==> src/rtl/data_mem_arbiter.sv <==
// data_mem_arbiter
// Shares one single-port, word-addressed data memory between requester 0
// (core load/store) and requester 1 (DMA/debug loader). One access per cycle,
// round-robin on ties, optional bounded lock for read-modify-write sequences.
// The memory is driven combinationally from the granted request; read data
// and error status come back through registered per-requester response ports.

module data_mem_arbiter #(
    parameter int MEM_WORDS = 1024,
    parameter int MAX_LOCK  = 4
) (
    input  logic        clk,
    input  logic        reset,

    input  logic        r0_req,
    input  logic        r0_we,
    input  logic        r0_lock,
    input  logic [31:0] r0_addr,
    input  logic [31:0] r0_wdata,
    output logic        r0_gnt,
    output logic        r0_rvalid,
    output logic [31:0] r0_rdata,
    output logic        r0_err,

    input  logic        r1_req,
    input  logic        r1_we,
    input  logic        r1_lock,
    input  logic [31:0] r1_addr,
    input  logic [31:0] r1_wdata,
    output logic        r1_gnt,
    output logic        r1_rvalid,
    output logic [31:0] r1_rdata,
    output logic        r1_err,

    output logic [31:0] mem_addr,
    output logic [31:0] mem_write_data,
    output logic        mem_write,
    input  logic [31:0] mem_read_data
);

    // lock_cnt must be able to hold MAX_LOCK-1; one extra bit of headroom is harmless
    localparam int CNT_W = $clog2(MAX_LOCK + 1);
    localparam logic [CNT_W-1:0] CNT_ONE  = CNT_W'(1);
    localparam logic [CNT_W-1:0] CNT_LAST = CNT_W'(MAX_LOCK - 1);

    // state     | meaning
    // ST_ARB    | free arbitration, round-robin on ties
    // ST_LOCKED | only the owner may be granted; bounded by MAX_LOCK grants
    typedef enum logic {
        ST_ARB,
        ST_LOCKED
    } arb_state_t;

    arb_state_t      state;
    arb_state_t      state_nxt;
    logic            owner;
    logic            owner_nxt;
    logic            last_grant;
    logic            last_grant_nxt;
    logic [CNT_W-1:0] lock_cnt;
    logic [CNT_W-1:0] lock_cnt_nxt;

    logic            gnt_any;
    logic            gnt_idx;
    logic            owner_req;
    logic            owner_lock;

    logic            sel_we;
    logic [31:0]     sel_addr;
    logic [31:0]     sel_wdata;
    logic [31:0]     sel_word;
    logic            sel_err;
    logic [31:0]     resp_rdata;

    assign owner_req  = owner ? r1_req  : r0_req;
    assign owner_lock = owner ? r1_lock : r0_lock;

    // Arbitration: grant selection and next arbitration/lock state
    always_comb begin
        state_nxt      = state;
        owner_nxt      = owner;
        last_grant_nxt = last_grant;
        lock_cnt_nxt   = lock_cnt;
        gnt_any        = 1'b0;
        gnt_idx        = 1'b0;

        case (state)
            ST_ARB: begin
                if (r0_req && r1_req) begin
                    gnt_any = 1'b1;
                    gnt_idx = ~last_grant;
                end else if (r0_req) begin
                    gnt_any = 1'b1;
                    gnt_idx = 1'b0;
                end else if (r1_req) begin
                    gnt_any = 1'b1;
                    gnt_idx = 1'b1;
                end

                if (gnt_any) begin
                    last_grant_nxt = gnt_idx;
                    if (gnt_idx ? r1_lock : r0_lock) begin
                        state_nxt    = ST_LOCKED;
                        owner_nxt    = gnt_idx;
                        lock_cnt_nxt = CNT_ONE;
                    end
                end
            end

            ST_LOCKED: begin
                // The owner is recorded as last grant on every locked cycle,
                // so after any exit the other requester wins the next tie.
                last_grant_nxt = owner;
                if (owner_req) begin
                    gnt_any = 1'b1;
                    gnt_idx = owner;
                end
                if (owner_req && owner_lock && (lock_cnt < CNT_LAST)) begin
                    lock_cnt_nxt = lock_cnt + CNT_ONE;
                end else begin
                    // voluntary release, dropped request, or forced release at the limit
                    state_nxt    = ST_ARB;
                    lock_cnt_nxt = '0;
                end
            end

            default: begin
                state_nxt    = ST_ARB;
                lock_cnt_nxt = '0;
            end
        endcase

        if (reset) begin
            gnt_any = 1'b0;
        end
    end

    assign r0_gnt = gnt_any & ~gnt_idx;
    assign r1_gnt = gnt_any &  gnt_idx;

    assign sel_we    = gnt_idx ? r1_we    : r0_we;
    assign sel_addr  = gnt_idx ? r1_addr  : r0_addr;
    assign sel_wdata = gnt_idx ? r1_wdata : r0_wdata;

    // Word index compared at full width so addresses far above the memory still flag
    assign sel_word = {2'b00, sel_addr[31:2]};
    assign sel_err  = (sel_addr[1:0] != 2'b00) || (sel_word >= 32'(MEM_WORDS));

    assign mem_addr       = gnt_any ? sel_addr  : 32'd0;
    assign mem_write_data = gnt_any ? sel_wdata : 32'd0;
    assign mem_write      = gnt_any & sel_we & ~sel_err & ~reset;

    assign resp_rdata = (sel_we || sel_err) ? 32'd0 : mem_read_data;

    // Arbitration state register; reset discards any lock in progress
    always_ff @(posedge clk) begin
        if (reset) begin
            state      <= ST_ARB;
            owner      <= 1'b0;
            last_grant <= 1'b1;
            lock_cnt   <= '0;
        end else begin
            state      <= state_nxt;
            owner      <= owner_nxt;
            last_grant <= last_grant_nxt;
            lock_cnt   <= lock_cnt_nxt;
        end
    end

    // Response registers: one-cycle pulse for the requester granted in the ending cycle
    always_ff @(posedge clk) begin
        if (reset) begin
            r0_rvalid <= 1'b0;
            r0_rdata  <= 32'd0;
            r0_err    <= 1'b0;
            r1_rvalid <= 1'b0;
            r1_rdata  <= 32'd0;
            r1_err    <= 1'b0;
        end else begin
            r0_rvalid <= r0_gnt;
            r0_rdata  <= r0_gnt ? resp_rdata : 32'd0;
            r0_err    <= r0_gnt & sel_err;
            r1_rvalid <= r1_gnt;
            r1_rdata  <= r1_gnt ? resp_rdata : 32'd0;
            r1_err    <= r1_gnt & sel_err;
        end
    end

    // Grants are mutually exclusive and a write strobe never appears without a grant
    a_gnt_onehot: assert property (@(posedge clk) !(r0_gnt && r1_gnt));
    a_write_needs_gnt: assert property (@(posedge clk) mem_write |-> (r0_gnt || r1_gnt));

endmodule

==> config.mk <==
export PLATFORM = sky130hd
export DESIGN_NAME = data_mem_arbiter
export DESIGN_NICKNAME = d
export VERILOG_FILES = /design/src/rtl/data_mem_arbiter.sv
export SDC_FILE = /design/constraint.sdc
export NUM_CORES = 1
export LEC_CHECK = 0
export BUFFER_PORTS_ARGS = -buffer_cell sky130_fd_sc_hd__buf_4
export CAP_MARGIN = 40
export CORE_AREA = 3 3 117 119
export DETAILED_ROUTE_END_ITERATION = 6
export DIE_AREA = 0 0 120 122
export PLACE_DENSITY = 0.57
export SLEW_MARGIN = 20
export SYNTH_ARGS = -nofsm -noshare
export SYNTH_HDL_FRONTEND = slang
export SYNTH_SLANG_ARGS = --single-unit
==> constraint.sdc <==
create_clock -name clk -period 4.4 [get_ports clk]
set_input_delay 0 -clock clk [delete_from_list [all_inputs] [get_ports clk]]
set_output_delay 0 -clock clk [all_outputs]
set_load 0.1 [all_outputs]
After elaboration in Yosys (flattened, before gate mapping)

Cells that the tools add are included.

$add $sub $neg: 1
Magnitude comparators: 2
Eq/ne operators: 2
Mux-type cells: 31
Bitwise operators: 14
Reduce and logical (&&, ||, !) cells: 10

Operators with widths:

| cell                                                                | number |
|---|---|
| 2-to-1 mux 32 bit                                                   | 5 |
| greater-or-equal comparator 30 x 11 -> 1 bit, second input constant | 1 |
| 2-to-1 mux 1 bit                                                    | 18 |
| 2-to-1 mux 3 bit                                                    | 3 |
| case mux 1 bit (2 select lines)                                     | 4 |
| bitwise AND 1 bit                                                   | 7 |
| NOT 1 bit                                                           | 7 |
| case mux 3 bit (2 select lines)                                     | 1 |
| inequality test 2 bit, second input constant                        | 2 |
| OR reduction 2 bit                                                  | 2 |
| adder 3 x 1 -> 3 bit, second input constant                         | 1 |
| logical AND 1 bit                                                   | 3 |
| less-than comparator 3 x 2 -> 1 bit, second input constant          | 1 |
| AND reduction 3 bit                                                 | 1 |
| logical OR 1 bit                                                    | 2 |
| AND reduction 2 bit                                                 | 1 |
| nonzero test 2 bit                                                  | 1 |

Flip-flop bits (word level): 74
Input port bits: 168
Output and inout bits: 135
Word-level logic and storage cells: 70

Longest topological paths before layout

Gate-level depths: netlist of run 1.

Word-level depth: 11
Mapped depth: 7
Gate-level depth less buffers: 5

Worst setup path before layout of run 1

Ideal clock, no wire load.

Path kind: register to output
From: reg state
To: out mem_addr[10]
Data arrival time: 2.599 ns
Data required time: 4.400 ns
Slack: 1.801 ns
Cell stages (with the launch flop): 8
Path buffers: 3
Cell sequence: dfxtp_1 > buf_4 > nand3b_4 > and3_1 > buf_2 > buf_2 > nand2_1 > a21oi_1

Word-level cells in the longest chain between the ends: 4
Elaborated cells between the ends (all ways): 6
Classes of those cells: mux (5); bitwise (1)

RTL lines:

| element                                                      | RTL line | text |
|---|---|---|
| from (decl)                                                  | 54       | `arb_state_t state;` |
| from (signal assigned)                                       | 163      | `state <= state_nxt;` |
| NOT 1 bit                                                    | n/a      |  |
| case mux 1 bit (2 select lines)                              | 87       | `case (state)` |
| 2-to-1 mux 32 bit / 2-to-1 mux 1 bit (equally long branches) | 142, 133 |  |
| 2-to-1 mux 32 bit (*)                                        | 149      | `assign mem_addr = gnt_any ? sel_addr : 32'd0;` |
| to (decl)                                                    | 35       | `output logic [31:0] mem_addr,` |

Every way passes the cells marked *; elsewhere a longest branch is shown, timed or not.

Worst setup path after layout of run 1

From: reg state
To: out mem_write_data[16]

Word-level cells in the longest chain between the ends: 4
Elaborated cells between the ends (all ways): 6
Classes of those cells: mux (5); bitwise (1)

RTL lines:

| element                                                      | RTL line | text |
|---|---|---|
| NOT 1 bit                                                    | n/a      |  |
| case mux 1 bit (2 select lines)                              | 87       |  |
| 2-to-1 mux 32 bit / 2-to-1 mux 1 bit (equally long branches) | 143, 133 |  |
| 2-to-1 mux 32 bit (*)                                        | 150      | `assign mem_write_data = gnt_any ? sel_wdata : 32'd0;` |
| to (decl)                                                    | 36       | `output logic [31:0] mem_write_data,` |

Marked as above.

==> results of run 1 <==
## layer usage
layer	vias to the layer above	GRT usage	share of wire
li1	2032	-	-
met5	-	0	0
met2	203	0.345	0.50
met1	1842	0.229	0.39
met3	28	0.0580	0.081
met4	0	0.0723	0.030
## through the flow
stage                      util  setup slack (ns)  std cells
after floorplan               -              1.80        425
after global placement    0.447              2.00        875
after detailed placement  0.449              2.29        876
after CTS                 0.501              1.92        927
after global routing      0.501              1.75        927
final                     0.501              1.93        927
## layout make-up
type                            count  share of cell area
Timing Repair Buffer              342               0.421
Sequential cell                    74               0.234
Inverter                            8             0.00473
Clock buffer                        9              0.0355
Tap cell                          172              0.0339
Multi-Input combinational cell    315               0.259
Clock inverter                      7              0.0124
## how the worst min path moves through the flow
stage,start,endpoint,slack [ns],cells past startpoint
after CTS,r1_lock,owner,0.05,4
after global routing,r1_lock,owner,0.09,4
after detailed placement,mem_read_data[9],r0_rdata[9],0.21,2
final,r1_lock,owner,0.07,4
after floorplan,reset,state,0.07,1
after global placement,mem_read_data[23],r1_rdata[23],0.21,2
## worst reg2reg max path: cells and delay by family, from the launching register on
family | cells | cell delay, ns
and+or+nand+nor | 4 | 0.82
buffers and inverters | 1 | 0.33
DFF | 1 | 0.51
## cell usage in the layout, fill, tap and decap left out, types with 2 or more instances in the layout
master,instances
nand4_4,2
o32ai_1,2
and2_1,67
nor2_1,8
inv_1,7
nand4_1,2
nor4_4,2
nand2_1,136
o31ai_1,2
clkbuf_16,9
nor4_1,10
dfxtp_1,74
dlygate4sd3_1,35
a32o_1,2
buf_4,306
clkinv_4,2
clkinvlp_4,2
nor2b_1,2
a21oi_1,65
## report_power, final
part           leakage (nW)  switching [mW]  internal, mW
logic                  2.43           0.532         0.225
registers             0.597         0.00636         0.676
clock network         0.144           0.288         0.443
total                  3.17           0.827          1.34
## state kept, by name, indices dropped and copies added (netlist names)
signal and flops:
lock_cnt 3, state 1, r1_rdata 32, last_grant 1, r0_rdata 32, r0_rvalid 1, r0_err 1, r1_rvalid 1
r1_err 1, owner 1
## cells by family after synthesis
logic type / after synthesis / synth area share
AND/OR/NAND/NOR: 238 / 0.364
AO/OA/AOI/OAI: 75 / 0.122
flip-flops: 74 / 0.445
buffers and inverters: 36 / 0.0628
multiplexers: 1 / 0.00301
adder cells (fa/ha/maj): 1 / 0.00376
==> results.yml, run 1 <==
outcome:
  status: "finished, final reports clean"
critical_path:
  cp-end-kind: "output pin"
  path_class: "reg2out"
  crit_cells: 6
  arrival_ns: 2.47
  regToRegSetupSlack_ns: 2.68
  cp-startpoint: "state"
  cp_top_family: "simple AND/OR/NAND/NOR gates"
  critPathRequiredTime_ns: 4.40
  worstPathMaxFanout: 44
  r2r_start: "state"
  slowest_stage: "dfxtp_1"
  regToRegEndpoint: "r1_rdata[17]"
  path_cells: "nand3b_4, and3_2, buf_12, nand2_1, a21oi_1, buf_4"
  cp.buffers_inverters: 2
  max_stage_delay_ns: 0.51
  cp-endpoint: "mem_write_data[16]"
  cp-start-kind: "flip-flop"
  r2r_cells: 5
cells_and_area:
  multiInputGateArea_um2: 1640
  drive_gt1_frac: 0.440
  post-route-cell-area_um2: 6340
  fin_nets: 919
  antennaDiodeCount: 0
  num-fill-cells: 1236
  seqCellArea_um2: 1480
  syn_to_final_growth_pct: 90.6
yosys:
  yosysMostFrequentCell: "nand2_1"
  syn-cell-area_um2: 3330
  synth_edf_count: 0
  syn_inst: 425
  synth_nets: 594
  async_flop_share: 0
  yosysUniqueCellTypes: 33
  synthTopCellsByCount: "nand2_1, dfxtp_1, and2_1, a21oi_1, buf_2"
  yosys_warnings: 0
  synthTopCellsByArea: "dfxtp_1, nand2_1, and2_1, a21oi_1, buf_6"
  synth_seq_cells: 74
  synthFlopType: "dfxtp_1"
  avgSynthCellArea_um2: 7.83
  yosysSeqAreaShare: 0.445
  synth_top_area_share: 0.445
  synth_largest_area_cell: "dfxtp_1"
run:
  drv_cap: 0
clock_tree:
  numCtsBuffers: 9
  cts-htree-levels: 3
  hold_buffers: 35
  post_cts_buffers: 0
  cts_resized: 0
  cts_buffer_depth: 2
  root_buffer: "clkbuf_16"
  cts.sinks: 74
  cts_tree: "done"
  clk_pin_slew_ns: 0.06
  clk-insertion-delay-late_ns: 0.33
die:
  ios: 303
  die-area_um2: 14600
  rows: 41
  die_h_um: 122
  die_w_um: 120
  initial_core_util: 0.263
  fp.coreArea_um2: 12700
grt:
  grt_overflow_total: 0
  antenna_found_initial: 0
  grt_max_degree: 65
  grt_use_total: 0.197
  grt_pass1_vias: 4117
  grt_pass1_wl_um: 22500
power:
  leakagePower_nw: 3.17
  power_mw: 2.17
  pwr_density_cell_nw_per_um2: 342
  vdd_drop_max_mv: 0.174
route:
  drc: 0
  drt_iter0_drc: 213
  drt_wl_total_um: 15000
  routed_via_density: 4.43
  drtAntennaViolNets: 0
  first_pass_iters: 4
  detail_route.wl_per_cell_um: 16.1
  vias: 4105
sta:
  slew-limit-headroom: 0.552
  fin_skew_ns: 0.00665
  hold_violations: 0
  rsz0062_at_grt: "no"
  setup_viol_count_final: 0
  period_share: 0.561
  tns_ns: 0
  max_freq_mhz: 405
  hold_slack_ns: 0.0674
  min_period_ns: 2.47
  worst_pin_slew_ns: 0.672
  maxSlewViolCount: 0
placed_design:
  placed_area_um2: 5690
  io_buffers: 302
  dp_hpwl_um: 11800
  gp_congestion: 0.882
hold_path:
  min_path_type: "in2reg"
(Power assumes the default switching activity.)
==> run 2: changes to the inputs <==
Settings changed: CORE_AREA 3 3 117 119 to 3 3 118 120, DIE_AREA 0 0 120 122 to 0 0 121 123, PLACE_DENSITY 0.57 to 0.56.
Clock period 4.4 ns to 2.5 ns, I/O delays scaled along.
==> results.yml, run 2 (synthesis results as in run 1) <==
route:
  drt_iter0_drc: 153
  routed_via_density: 4.42
  first_pass_iters: 4
  detail_route.wl_per_cell_um: 16.0
  drc: 0
  drt_wl_total_um: 15000
  vias: 4125
  drtAntennaViolNets: 0
die:
  initial_core_util: 0.254
  die-area_um2: 14900
  ios: 303
  die_w_um: 121
  rows: 42
  fp.coreArea_um2: 13100
  die_h_um: 123
power:
  leakagePower_nw: 3.20
  vdd_drop_max_mv: 0.297
  power_mw: 3.89
  pwr_density_cell_nw_per_um2: 589
sta:
  hold_violations: 0
  rsz0062_at_grt: "no"
  min_period_ns: 2.24
  worst_pin_slew_ns: 0.671
  setup_viol_count_final: 0
  slew-limit-headroom: 0.549
  hold_slack_ns: 0.0114
  tns_ns: 0
  max_freq_mhz: 447
  period_share: 0.895
  maxSlewViolCount: 0
  fin_skew_ns: 0.00541
outcome:
  status: "finished, final reports clean"
critical_path:
  path_class: "reg2out"
  cp-start-kind: "flip-flop"
  critPathRequiredTime_ns: 2.50
  cp-end-kind: "output pin"
  worstPathMaxFanout: 22
  arrival_ns: 2.24
run:
  drv_cap: 0
clock_tree:
  clk-insertion-delay-late_ns: 0.33
  clk_pin_slew_ns: 0.06
  root_buffer: "clkbuf_16"
  cts-htree-levels: 3
  cts_resized: 0
  cts_tree: "done"
  cts_buffer_depth: 2
  numCtsBuffers: 9
  cts.sinks: 74
placed_design:
  dp_hpwl_um: 12100
  io_buffers: 302
  gp_congestion: 0.885
grt:
  grt_pass1_vias: 4064
  grt_overflow_total: 0
  grt_max_degree: 65
  grt_use_total: 0.190
  grt_pass1_wl_um: 21700
  antenna_found_initial: 1
cells_and_area:
  final_common_cell: "buf_4"
  final_cell_mix: "buf_4, nand2_1, dfxtp_1"
  fin_nets: 920
  reg_top3: "r0_rdata x32, r1_rdata x32, lock_cnt x3"
  syn_to_final_growth_pct: 98.7
  postLayoutCoreUtil: 0.505
  drive_gt1_frac: 0.522
hold_path:
  min_path_type: "in2reg"
==> run 2: worst paths after layout <==
check / slack, ns / endpoint / cells after the start / startpoint
max: 0.26 / mem_addr[22] / 6 / state
min reg2reg: 0.52 / lock_cnt[0] / 1 / lock_cnt[0]
min: 0.01 / r1_rvalid / 3 / r1_req
max reg2reg: 0.75 / r1_rdata[13] / 5 / state
==> run 2: through the flow <==
step | instances | area, µm² | setup WS [ns]
finish | 933 | 6610 | 0.264
floorplan | 425 | 3550 | 0.0953
global placement | 883 | 5980 | 0.541
CTS | 932 | 6610 | 0.263
detailed placement | 883 | 5980 | 0.593
global route | 933 | 6610 | 0.123
==> run 2: routing by layer <==
| metal | track usage | vias up | part of all wire |
|---|---|---|---|
| met4 | 0.0892 | 0 | 0.036 |
| met2 | 0.342 | 211 | 0.50 |
| li1 | - | 2034 | - |
| met1 | 0.201 | 1854 | 0.37 |
| met5 | 0 | - | 0 |
| met3 | 0.0622 | 26 | 0.095 |
==> run 2: cell type report <==
class	instances	area (µm²)
antenna	1	2.50
inverter	8	30.0
fill	1241	6470
clock inverter	7	77.6
clock buffer	9	225
sequential	74	1480
tap	176	220
timing repair buffer	343	2710
multi-input combinational	315	1870
==> run 2: timing repair <==
item,4_1_cts,5_1_grt
hold endpoints to repair,68,0
setup buffers,0,0
hold buffers,33,0
==> run 2: report_power, final <==
part           total, mW  internal (mW)  leakage [nW]  switching [mW]
Combinational       1.41          0.431          2.45           0.978
Sequential          1.20           1.19         0.597          0.0113
Clock               1.28          0.782         0.152           0.501
Total               3.89           2.40          3.20            1.49
==> run 2: worst max-delay path, stage by stage, from the launching register on <==
cell	delay, ns
dfxtp_1	0.51
nand3b_4	0.23
nand3_2	0.39
buf_12	0.33
nand2_1	0.11
a21oi_2	0.08
buf_4	0.25
